--- src/rtl/buffer_access_sequencer_pkg.sv ---
// Shared types and helpers for the buffer access sequencer: FSM state encoding,
// request size encoding, default buffer depth and byte-lane select/insert.
package buffer_access_sequencer_pkg;

    localparam int BUF_DEPTH_DEFAULT = 64;

    typedef logic [1:0] req_size_t;

    // req_size carries the byte count minus one
    localparam req_size_t SIZE_1B = 2'd0;
    localparam req_size_t SIZE_2B = 2'd1;
    localparam req_size_t SIZE_3B = 2'd2;
    localparam req_size_t SIZE_4B = 2'd3;

    typedef enum logic [2:0] {
        ST_IDLE  = 3'd0,
        ST_CHECK = 3'd1,
        ST_XFER  = 3'd2,
        ST_RESP  = 3'd3,
        ST_FLUSH = 3'd4
    } state_e;

    function automatic logic [7:0] lane_get(input logic [31:0] word, input logic [1:0] lane);
        return word[8*lane +: 8];
    endfunction

    function automatic logic [31:0] lane_put(input logic [31:0] word, input logic [1:0] lane,
                                             input logic [7:0] data);
        logic [31:0] w;
        w = word;
        w[8*lane +: 8] = data;
        return w;
    endfunction

endpackage

--- src/rtl/buffer_access_sequencer_if.sv ---
// AHB-side request/response and flush signalling between the slave register
// block (master modport) and the buffer access sequencer (slave modport).
interface buffer_access_sequencer_if;
    import buffer_access_sequencer_pkg::*;

    logic        req_valid;
    logic        req_write;
    req_size_t   req_size;
    logic [31:0] req_wdata;
    logic        req_ready;
    logic        rsp_valid;
    logic [31:0] rsp_rdata;
    logic        rsp_err;
    logic        hold;
    logic        flush_req;

    modport master (
        output req_valid, req_write, req_size, req_wdata, flush_req,
        input  req_ready, rsp_valid, rsp_rdata, rsp_err, hold
    );

    modport slave (
        input  req_valid, req_write, req_size, req_wdata, flush_req,
        output req_ready, rsp_valid, rsp_rdata, rsp_err, hold
    );

endinterface

--- src/rtl/buffer_access_sequencer.sv ---
// Splits one 1-4 byte AHB buffer access into byte-wide FIFO pops/pushes after an
// occupancy check, and keeps buffer flushes from interleaving with a partial word.
module buffer_access_sequencer
    import buffer_access_sequencer_pkg::*;
#(
    parameter int BUF_DEPTH = BUF_DEPTH_DEFAULT,
    parameter int OCC_W     = 7
) (
    input  logic                     clk,
    input  logic                     n_rst,
    buffer_access_sequencer_if.slave bus,
    input  logic [OCC_W-1:0]         buffer_occupancy,
    input  logic [7:0]               rx_data,
    output logic                     get_rx_data,
    output logic                     store_tx_data,
    output logic [7:0]               tx_data,
    output logic                     clear
);

    localparam logic [2:0] S_IDLE  = ST_IDLE;
    localparam logic [2:0] S_CHECK = ST_CHECK;
    localparam logic [2:0] S_XFER  = ST_XFER;
    localparam logic [2:0] S_RESP  = ST_RESP;
    localparam logic [2:0] S_FLUSH = ST_FLUSH;

    localparam logic [OCC_W:0] DEPTH_EXT = (OCC_W+1)'(BUF_DEPTH);

    logic [2:0]  state;
    logic        flush_pend;
    logic        wr_q;
    req_size_t   size_q;
    logic [31:0] wdata_q;
    logic [31:0] rdata_q;
    logic [1:0]  cnt;
    logic        err_q;

    logic           flush_now;
    logic [OCC_W:0] occ_ext;
    logic [OCC_W:0] need_ext;
    logic           rd_ok;
    logic           wr_ok;
    logic           chk_ok;

    // A flush request arriving this very cycle counts as pending
    assign flush_now = flush_pend | bus.flush_req;

    // Occupancy check done one bit wider so occupancy + bytes cannot wrap
    assign occ_ext  = {1'b0, buffer_occupancy};
    assign need_ext = (OCC_W+1)'(size_q) + (OCC_W+1)'(1);
    assign rd_ok    = (occ_ext >= need_ext);
    assign wr_ok    = ((occ_ext + need_ext) <= DEPTH_EXT);
    assign chk_ok   = wr_q ? wr_ok : rd_ok;

    always_ff @(posedge clk) begin
        if (n_rst) begin
            state      <= S_IDLE;
            flush_pend <= 1'b0;
            wr_q       <= 1'b0;
            size_q     <= SIZE_1B;
            wdata_q    <= 32'h0;
            rdata_q    <= 32'h0;
            cnt        <= 2'd0;
            err_q      <= 1'b0;
        end else begin
            if (bus.flush_req) begin
                flush_pend <= 1'b1;
            end
            case (state)
                S_IDLE: begin
                    if (flush_now) begin
                        state      <= S_FLUSH;
                        flush_pend <= 1'b0;
                    end else if (bus.req_valid) begin
                        state   <= S_CHECK;
                        wr_q    <= bus.req_write;
                        size_q  <= bus.req_size;
                        wdata_q <= bus.req_wdata;
                        rdata_q <= 32'h0;
                        cnt     <= 2'd0;
                        err_q   <= 1'b0;
                    end
                end
                S_CHECK: begin
                    if (chk_ok) begin
                        state <= S_XFER;
                    end else begin
                        state <= S_RESP;
                        err_q <= 1'b1;
                    end
                end
                S_XFER: begin
                    if (!wr_q) begin
                        rdata_q <= lane_put(rdata_q, cnt, rx_data);
                    end
                    if (cnt == size_q) begin
                        state <= S_RESP;
                    end else begin
                        cnt <= cnt + 2'd1;
                    end
                end
                S_RESP: begin
                    if (flush_now) begin
                        state      <= S_FLUSH;
                        flush_pend <= 1'b0;
                    end else begin
                        state <= S_IDLE;
                    end
                end
                S_FLUSH: state <= S_IDLE;
                default: state <= S_IDLE;
            endcase
        end
    end

    always_comb begin
        bus.req_ready = (state == S_IDLE) && bus.req_valid && !flush_now && !n_rst;
        bus.rsp_valid = (state == S_RESP);
        bus.rsp_err   = (state == S_RESP) && err_q;
        bus.rsp_rdata = (state == S_RESP) ? rdata_q : 32'h0;
        bus.hold      = (state != S_IDLE);
        get_rx_data   = (state == S_XFER) && !wr_q;
        store_tx_data = (state == S_XFER) && wr_q;
        tx_data       = store_tx_data ? lane_get(wdata_q, cnt) : 8'h00;
        clear         = (state == S_FLUSH);
    end

endmodule

--- src/flat_wrapper.sv ---
// flat-port wrapper written by rule: the top's interface ports become plain ports
module buffer_access_sequencer_flat import buffer_access_sequencer_pkg::*;
#(
    parameter int BUF_DEPTH = BUF_DEPTH_DEFAULT,
    parameter int OCC_W     = 7
)
  (clk, n_rst, buffer_occupancy, rx_data, get_rx_data, store_tx_data, tx_data, clear, bus_req_valid, bus_req_write, bus_req_size, bus_req_wdata, bus_flush_req, bus_req_ready, bus_rsp_valid, bus_rsp_rdata, bus_rsp_err, bus_hold);
  buffer_access_sequencer_if bus_i ();
  input  logic clk;
  input  logic n_rst;
  input  logic [OCC_W-1:0] buffer_occupancy;
  input  logic [7:0] rx_data;
  output logic get_rx_data;
  output logic store_tx_data;
  output logic [7:0] tx_data;
  output logic clear;
  input wire logic [$bits(bus_i.req_valid)-1:0] bus_req_valid;
  input wire logic [$bits(bus_i.req_write)-1:0] bus_req_write;
  input wire logic [$bits(bus_i.req_size)-1:0] bus_req_size;
  input wire logic [$bits(bus_i.req_wdata)-1:0] bus_req_wdata;
  input wire logic [$bits(bus_i.flush_req)-1:0] bus_flush_req;
  output wire logic [$bits(bus_i.req_ready)-1:0] bus_req_ready;
  output wire logic [$bits(bus_i.rsp_valid)-1:0] bus_rsp_valid;
  output wire logic [$bits(bus_i.rsp_rdata)-1:0] bus_rsp_rdata;
  output wire logic [$bits(bus_i.rsp_err)-1:0] bus_rsp_err;
  output wire logic [$bits(bus_i.hold)-1:0] bus_hold;
  assign bus_i.req_valid = bus_req_valid;
  assign bus_i.req_write = bus_req_write;
  assign bus_i.req_size = bus_req_size;
  assign bus_i.req_wdata = bus_req_wdata;
  assign bus_i.flush_req = bus_flush_req;
  assign bus_req_ready = bus_i.req_ready;
  assign bus_rsp_valid = bus_i.rsp_valid;
  assign bus_rsp_rdata = bus_i.rsp_rdata;
  assign bus_rsp_err = bus_i.rsp_err;
  assign bus_hold = bus_i.hold;
  buffer_access_sequencer #(.BUF_DEPTH(BUF_DEPTH), .OCC_W(OCC_W)) u_core (.clk(clk), .n_rst(n_rst), .bus(bus_i), .buffer_occupancy(buffer_occupancy), .rx_data(rx_data), .get_rx_data(get_rx_data), .store_tx_data(store_tx_data), .tx_data(tx_data), .clear(clear));
endmodule
--- config.mk ---
export PLATFORM = sky130hd
export DESIGN_NAME = buffer_access_sequencer_flat
export DESIGN_NICKNAME = d
export VERILOG_FILES = /design/src/rtl/buffer_access_sequencer_pkg.sv /design/src/rtl/buffer_access_sequencer_if.sv /design/src/rtl/buffer_access_sequencer.sv /design/src/flat_wrapper.sv
export SDC_FILE = /design/constraint.sdc
export NUM_CORES = 1
export LEC_CHECK = 0
export CORE_UTILIZATION = 25
export CTS_BUF_LIST = sky130_fd_sc_hd__clkbuf_2
export DETAILED_ROUTE_END_ITERATION = 16
export GPL_TIMING_DRIVEN = 0
export PLACE_DENSITY = 0.47
export SYNTH_ARGS = -nofsm -noshare
export SYNTH_HDL_FRONTEND = slang
export SYNTH_SLANG_ARGS = --single-unit
--- constraint.sdc ---
create_clock -name clk -period 4.3 [get_ports clk]
set_clock_uncertainty 0.15 [all_clocks]
set_input_delay 0.645 -clock clk [delete_from_list [all_inputs] [get_ports clk]]
set_output_delay 0.645 -clock clk [all_outputs]
set_load 0.03 [all_outputs]
* Word-level counts from Yosys, hierarchy flattened
Index checks and enable logic that the tools add are counted.
** Operators by class
- Bitwise gates (word level) :: 2
- $lt $le $gt $ge :: 2
- $add $sub $neg :: 4
- Muxes and demuxes :: 25
- Equality and inequality tests :: 12
- Shifts and indexed selects :: 3
- Reduce and logical (&&, ||, !) cells :: 19
** Operator list (count)
- 32-bit 2-to-1 mux :: 4
- 32-bit one-hot mux with 2 select lines :: 1
- 5-bit negation with 34-bit output :: 1
- 8-bit by 34-bit variable shift with 32-bit output (first input constant) :: 1
- 8-bit by 34-bit indexed part select with 32-bit output :: 1
- 32-bit bitwise mux :: 1
- 32-bit by 6-bit indexed part select with 8-bit output :: 1
- 3-bit 2-to-1 mux :: 4
- 3-bit one-hot mux with 4 select lines :: 1
- 4-bit AND reduction :: 3
- 2-bit != test (second input constant) :: 5
- 7-bit by 8-bit adder with 8-bit output :: 1
- 7-bit by 8-bit >= comparator with 1-bit output :: 1
- 8-bit by 7-bit <= comparator with 1-bit output (second input constant) :: 1
- 1-bit 2-to-1 mux :: 8
- 8-bit 2-to-1 mux :: 1
- 3-bit by 2-bit == test with 1-bit output (second input constant) :: 2
- 1-bit logical AND :: 6
- 2-bit 2-to-1 mux :: 3
- 2-bit one-hot mux with 2 select lines :: 1
- 2-bit nonzero test :: 2
- 2-bit by 1-bit adder with 3-bit output (second input constant) :: 1
- 3-bit by 1-bit == test with 1-bit output (second input constant) :: 1
- 3-bit == test (second input constant) :: 1
- other kinds (13) :: 15
** Storage, ports and cells
- Logic and storage cells :: 75
- Output and inout bits :: 47
- Bits of input ports :: 54
- Register bits after elaboration :: 74

* Depth between registers and ports, before layout
Gate-level depths: netlist (run 1).
- Word-level depth :: 6
- Gate-level depth with buffers :: 9

* Worst setup path after synthesis (run 1)
Ideal clock, no wire load.
- Path kind :: input port to output port
- Start point :: in bus_flush_req
- End point :: out bus_req_ready
- Data required time :: 3.505 ns
- Arrival :: 1.695 ns
- Path buffers :: 1
- Stages on the path :: 4
- Slack :: 1.810 ns
- Cell sequence :: nor2_1 nand3_2 clkbuf_1 nor2_1
** Between the ends
- Cells in the longest elaborated chain, start to end :: 4
** RTL lines
- start, declared :: line flat_wrapper.sv:21 : input wire logic [$bits(bus_i.flush_req)-1:0] bus_flush_req;
- 1-bit OR :: line buffer_access_sequencer.sv:45 : assign flush_now = flush_pend | bus.flush_req;
- 1-bit logical NOT :: line buffer_access_sequencer.sv:116 : bus.req_ready = (state == S_IDLE) && bus.req_valid && !flush_now && !n_rst;
- 1-bit logical AND (2 in series) :: line buffer_access_sequencer.sv:116
- end, declared :: line flat_wrapper.sv:22 : output wire logic [$bits(bus_i.req_ready)-1:0] bus_req_ready;
Every way passes these cells.

* Final worst setup path (run 1)
- Start point :: reg u_core.cnt[0]
- End point :: out tx_data[7]
** Between the ends
- Cells in the longest elaborated chain, start to end :: 2
** RTL lines
- start, declared :: line buffer_access_sequencer.sv:34 : logic [1:0] cnt;
- start signal, assigned :: line buffer_access_sequencer.sv:98 : cnt <= cnt + 2'd1;
- 32-bit by 6-bit indexed part select with 8-bit output :: line buffer_access_sequencer_pkg.sv:24 : return word[8*lane +: 8];
- 8-bit 2-to-1 mux :: line buffer_access_sequencer.sv:123 : tx_data = store_tx_data ? lane_get(wdata_q, cnt) : 8'h00;
- end, declared :: line flat_wrapper.sv:15 : output logic [7:0] tx_data;
Every way passes these cells.

==> results of run 1 <==
[power by group through the flow]
stage               logic, mW  clock network (mW)  registers, mW
detailed placement      0.310                   0          0.751
floorplan               0.184                   0          0.745
CTS                     0.311               0.450          0.738
global placement        0.306                   0          0.750
finish                  0.307               0.437          0.737
global route            0.339               0.484          0.743
[final cells by class]
| cell class | count | area [µm²] |
|---|---|---|
| Buffer | 25 | 119 |
| Clock buffer | 9 | 45.0 |
| Clock inverter | 6 | 82.6 |
| Fill cell | 1452 | 9050 |
| Inverter | 14 | 52.6 |
| Multi-Input combinational cell | 314 | 1980 |
| Sequential cell | 74 | 1480 |
| Tap cell | 180 | 225 |
| Timing Repair Buffer | 100 | 1000 |
[worst max-delay path, cell delays in order, from the launching register on]
cell,delay [ns]
dfxtp_1,0.53
buf_2,0.41
mux4_2,0.56
nor2b_1,0.17
clkdlybuf4s50_1,0.63
[cell families after synthesis]
group | Yosys count
adder cells (fa/ha/maj) | 12
multiplexers | 8
AO/OA/AOI/OAI | 93
XOR/XNOR | 4
buffers and inverters | 39
flip-flops | 74
AND/OR/NAND/NOR | 197
[stage by stage]
stage / instance area (µm²) / cells
after global placement: 4860 / 707
after global routing: 4990 / 722
after CTS: 4990 / 722
final: 4990 / 722
after floorplan: 3640 / 427
after detailed placement: 4860 / 707
[registers in the layout, summed over array words and instances, names as in the netlist]
signal,cells
u_core.cnt,2
u_core.err_q,1
u_core.flush_pend,1
u_core.rdata_q,32
u_core.size_q,2
u_core.state,3
u_core.wdata_q,32
u_core.wr_q,1
[cells in the final DEF (no fill, tap or decap), drive strengths merged, types with 4 or more instances in the layout]
cell type      synthesis  layout
o21ai                  6       6
ha                    11      11
clkdlybuf4s50          0     100
buf                    8       8
nand2                 81      81
nor2                  32      32
mux4                   8       8
clkbuf                17      26
and2                  33      33
dfxtp                 74      74
nand3                 11      11
nor2b                  9       9
inv                   14      14
nand2b                 4       4
nor4                   4       4
nor3b                  4       4
a22oi                 25      25
a21oi                 50      50
nor3                   8       8
clkinv                 0       4
[routing by layer]
metal,track usage (%),share of wire [%],vias up
met5,0,0,-
met4,4.12,0.97,0
met3,3.95,5.2,9
met2,24.9,47,73
met1,20.5,47,1542
li1,-,-,1685
[worst min-delay path by stage]
stage                                   end  slack (ns)  cells after the start
final                     u_core.rdata_q[0]        0.31                      2
after global routing      u_core.wdata_q[2]        0.33                      2
after CTS                 u_core.rdata_q[0]        0.32                      2
after detailed placement  u_core.rdata_q[0]        0.30                      2
after global placement    u_core.rdata_q[0]        0.29                      2
after floorplan           u_core.rdata_q[0]        0.28                      2
==> metrics, run 1 <==
Setup crit end kind primary output; FMAX 0.277 GHz; switching share of power 30.2%; final WL 10,900 µm; Port Buf Inserts 100; DP Wirelength 8210 µm; Hold Path Class reg -> reg; IO Pins 101; Avg WL per Cell 15.1 µm; crit start category register; layout cells sized above 1 7.38%; crit path DAT 2.81 ns; global route overflow 0; H-tree level count 3; Layout area overhead 37.2%; setup tns final 0 ns; CTS Buf Count 9; Total Power 1.48 mW; fin crit period 3.61 ns; post-synthesis compound-gate area fraction 16.1%; tightest slew margin relative to the limit 55.4%; Vias 3,309; initial antenna violation count 0; Final Cycle Share 83.9%; mapped cell area 3640 µm²; number of remaining DRC errors 0; combinational share of power 20.8%; RSZ-0062 raised after global routing false; CTS tree yes; commonest cells in the netlist nand2_1 (81), dfxtp_1 (74), a21oi_1 (50); vias per cell 4.58; largest net degree at the start of global routing 13; CP startpoint u_core.cnt[0]; Simple-Gate Fraction of Synth Area 28.2%; GRT Resource Usage Total 15.5%; Synth top area share 40.7%; Worst VDD drop 0.135 mV; layout net count 604; leak pwr 1.74 nW; FF-to-FF setup slack 1.62 ns; First-pass DRT Iterations 4; Setup CP Type reg -> out; ys flop type dfxtp_1; Placeable Area 14,000 µm²; Die Width 123 µm; first-pass GRT wire length 17,600 µm; Hold Path Origin u_core.rdata_q[0]; Post-synth EDFFs 0; DRT antenna net count 0; Max-Cap Viols 0; Pins Over Slew Limit 0; Synth Area in XOR/XNOR 0.963%; die area 15,000 µm²; violation count after the first detailed-route iteration 216; post-CTS setup buffers 0; status completed; reg-to-reg endpoint u_core.rdata_q[11]; Starting Density 25.9%; CP Max Fanout 10; Seq pwr share 49.8%; Net Switching 448 µW; post-synthesis mux area share 4.95%; WP data required 3.50 ns; Rows 43; FFs w/ async S/R, synth 0%; cell taking the most area after synthesis dfxtp_1; largest family of logic cells by synthesized area simple AND/OR/NAND/NOR gates; total internal power 1.03 mW; CP endpoint tx_data[7]; vias in the first global route 3,381; Post-CTS Resized 0; syn_nets 493; worst-skew pair later-pin latency 0.53 ns; Yosys cell types 46; sequential fraction of the synthesis area 40.7%; worst slew pin tran 0.669 ns; syn_area_per_cell 8.52 µm²; clock-pin slew on the worst setup and hold paths 0.19 ns; Final setup viols 0; Hold-fix buffers, CTS 0; pre-CTS setup slack 0.678 ns; YS warnings 0; placer congestion estimate 0.801; setup ws final 0.690 ns; PwrDens 297 nW/µm²; Final Hold Slack 0.313 ns; Clock Sinks 74; Root Buffer clkbuf_2; main area contributors after synthesis dfxtp_1 (41%), nand2_1 (8.4%), a21oi_1 (6.9%), and2_1 (5.7%), a22oi_1 (5.2%); Reg-to-Reg Start u_core.cnt[0]; CTS max path bufs 2; Clock Power Share 29.5%; cell depth of the worst flop-to-flop path 7; most common cell in the synthesized netlist nand2_1; die height 123 µm; fin util 35.5%; Synth Register Bits 74; Synth Instances 427; Final Hold Fails 0; Ant. Diodes 0; Adder-Cell Fraction of Synth Area 4.33%
No activity file was read; power rests on OpenSTA's default activity.
==> run 2, diff against run 1 <==
==> constraint.sdc (replaced) <==
create_clock -name clk -period 3.45 [get_ports clk]
set_clock_uncertainty 0.15 [all_clocks]
set_input_delay 0.5175 -clock clk [delete_from_list [all_inputs] [get_ports clk]]
set_output_delay 0.5175 -clock clk [all_outputs]
set_load 0.03 [all_outputs]
==> run 2 against run 1 <==
Effect of this change:
- wire length about the same
- sequential share of layout area fell by 0.10 points
- combinational power grew 26%
- worst hold slack barely moved
- global-route usage barely moved
- sequential cell count is the same
- non-clock buffer count is 1 lower
- power up 24%
- design area rose by 0.43%
- first-iteration DRC count down 17%
- die area unchanged
- critical endpoint is now bus_rsp_rdata[30]
==> metrics, run 2 (synthesis gave the netlist of run 1 again) <==
CP Max Fanout 10 (unchanged); Seq pwr share 49.8% (about the same); RSZ-0062 raised after global routing false; Clock Power Share 29.2% (-0.3 points); first-pass GRT wire length 17,600 µm (about the same); Pins Over Slew Limit 0 (unchanged); CP startpoint u_core.state[1]; number of remaining DRC errors 0 (unchanged); First-pass DRT Iterations 4 (unchanged); placed cells 707 (unchanged); most crowded layer after global routing met2; Final Cycle Share 93.0%; post-CTS setup buffers 0 (unchanged); Final Hold Slack 0.314 ns (+0.000201 ns); M3 GR Usage 3.95% (unchanged); Ant. Diodes 0 (unchanged); Rows 43 (unchanged); violation count after the first detailed-route iteration 180 (-17%); Port Buf Inserts 100 (unchanged); Avg WL per Cell 15.1 µm (+0.17%); Clock Sinks 74 (unchanged); tightest slew margin relative to the limit 58.4% (+3.0 points); die area 15,000 µm² (unchanged); clock-pin slew on the worst setup and hold paths 0.20 ns (about the same); die height 123 µm (unchanged); worst slew pin tran 0.624 ns (-0.0457 ns); biggest registers after layout u_core.rdata_q x32, u_core.wdata_q x32, u_core.state x3; FMAX 0.312 GHz; final WL 10,900 µm (about the same); Hold Path Origin u_core.rdata_q[0]; crit start category register; largest net degree at the start of global routing 13 (unchanged); fin cells 721 (-0.14%); CTS max path bufs 2 (unchanged); GRT Resource Usage Total 15.5% (about the same); H-tree level count 3 (unchanged); combinational share of power 21.0% (+0.2 points); vias in the first global route 3,383 (+0.059%); Final setup viols 0 (unchanged); DRT antenna net count 0 (unchanged); Starting Density 25.9% (unchanged); CTS Buf Count 9 (unchanged); WP data required 2.78 ns (-0.72 ns); worst-skew pair later-pin latency 0.50 ns (-0.03 ns); Setup crit end kind primary output; crit path DAT 2.54 ns (-0.27 ns); status completed; DP Wirelength 8210 µm (unchanged); Vias 3,300 (-0.27%); Hold-fix buffers, CTS 0 (unchanged); Root Buffer clkbuf_2; fillcell total 1,448 (-0.28%); Worst VDD drop 0.168 mV (+25%); global route overflow 0 (unchanged); commonest non-fill, non-tap cell in the layout clkdlybuf4s50_1; CTS tree yes; Max-Cap Viols 0 (unchanged); Setup CP Type reg -> out; leak pwr 1.77 nW (+2.0%); setup tns final 0 ns (unchanged); Reg-to-Reg Start u_core.size_q[0]; most frequent cells in the layout clkdlybuf4s50_1 (99), nand2_1 (81), dfxtp_1 (73); Placeable Area 14,000 µm² (unchanged); placer congestion estimate 0.801 (unchanged); fin crit period 3.21 ns; layout cells sized above 1 8.69% (+1.3 points); Net Switching 554 µW (+24%); switching share of power 30.1% (-0.15 points); Final Hold Fails 0 (unchanged); Layout area overhead 37.8%; met1 usage 20.4% (-0.086 points); GR met2 Demand/Resource 25.0% (+0.070 points); vias per cell 4.58 (-0.13%); initial antenna violation count 0 (unchanged); Hold Path Class reg -> reg; PwrDens 368 nW/µm² (+24%); IO Pins 101 (unchanged); Die Width 123 µm (unchanged); layout net count 603 (-0.17%); total internal power 1.29 mW (+25%)
run 2: layout make-up:
class / instances / area (µm²) / area share [%]
inverters: 14 / 52.6 / 1.05
well taps: 180 / 225 / 4.49
plain buffers: 24 / 124 / 2.47
repair buffers: 100 / 1000 / 20.0
clock inverters: 6 / 82.6 / 1.65
clock buffers: 9 / 45.0 / 0.899
flip-flops and latches: 74 / 1480 / 29.6
multi-input cells: 314 / 2000 / 39.8
run 2: per-stage QoR:
step           power [mW]  worst slack [ns]  instance area, µm²  utilization, %
3_3_place_gp         1.32            0.0830                4860            34.6
5_1_grt              1.95            0.0126                5010            35.7
2_1_floorplan        1.16              1.14                3640               -
6_report             1.84             0.242                5010            35.7
3_5_place_dp         1.32            0.0828                4860            34.6
4_1_cts              1.87            0.0187                5000            35.6
run 2: layer usage:
metal	wire [µm]	share of wire (%)
met1	5250	48
met4	49	0.45
met5	0	0
met3	447	4.1
met2	5170	47
run 2: power groups by stage:
stage	clock, mW	sequential, mW	combinational, mW
floorplan	0	0.929	0.229
global placement	0	0.935	0.381
detailed placement	0	0.937	0.386
CTS	0.561	0.919	0.388
global route	0.602	0.926	0.426
finish	0.539	0.919	0.387
run 2: repair_timing:
item | in CTS | in global routing
cloned | 0 | 0
endpoints found under the hold margin | 0 | 0
setup endpoints to repair | 8 | 37
resized for setup | 2 | 13
run 2: worst paths after layout:
kind                            end  slack (ns)  cells after the start
hold / removal    u_core.rdata_q[0]        0.31                      2
hold reg to reg   u_core.rdata_q[0]        0.31                      2
setup reg to reg       u_core.err_q        0.89                      8
setup / recovery  bus_rsp_rdata[30]        0.24                      5
run 2: critical path, cell delays in order (launching register included):
cell             delay [ns]
dfxtp_1                0.37
buf_4                  0.19
and3b_1                0.37
clkbuf_2               0.26
and2_1                 0.18
clkdlybuf4s50_1        0.67
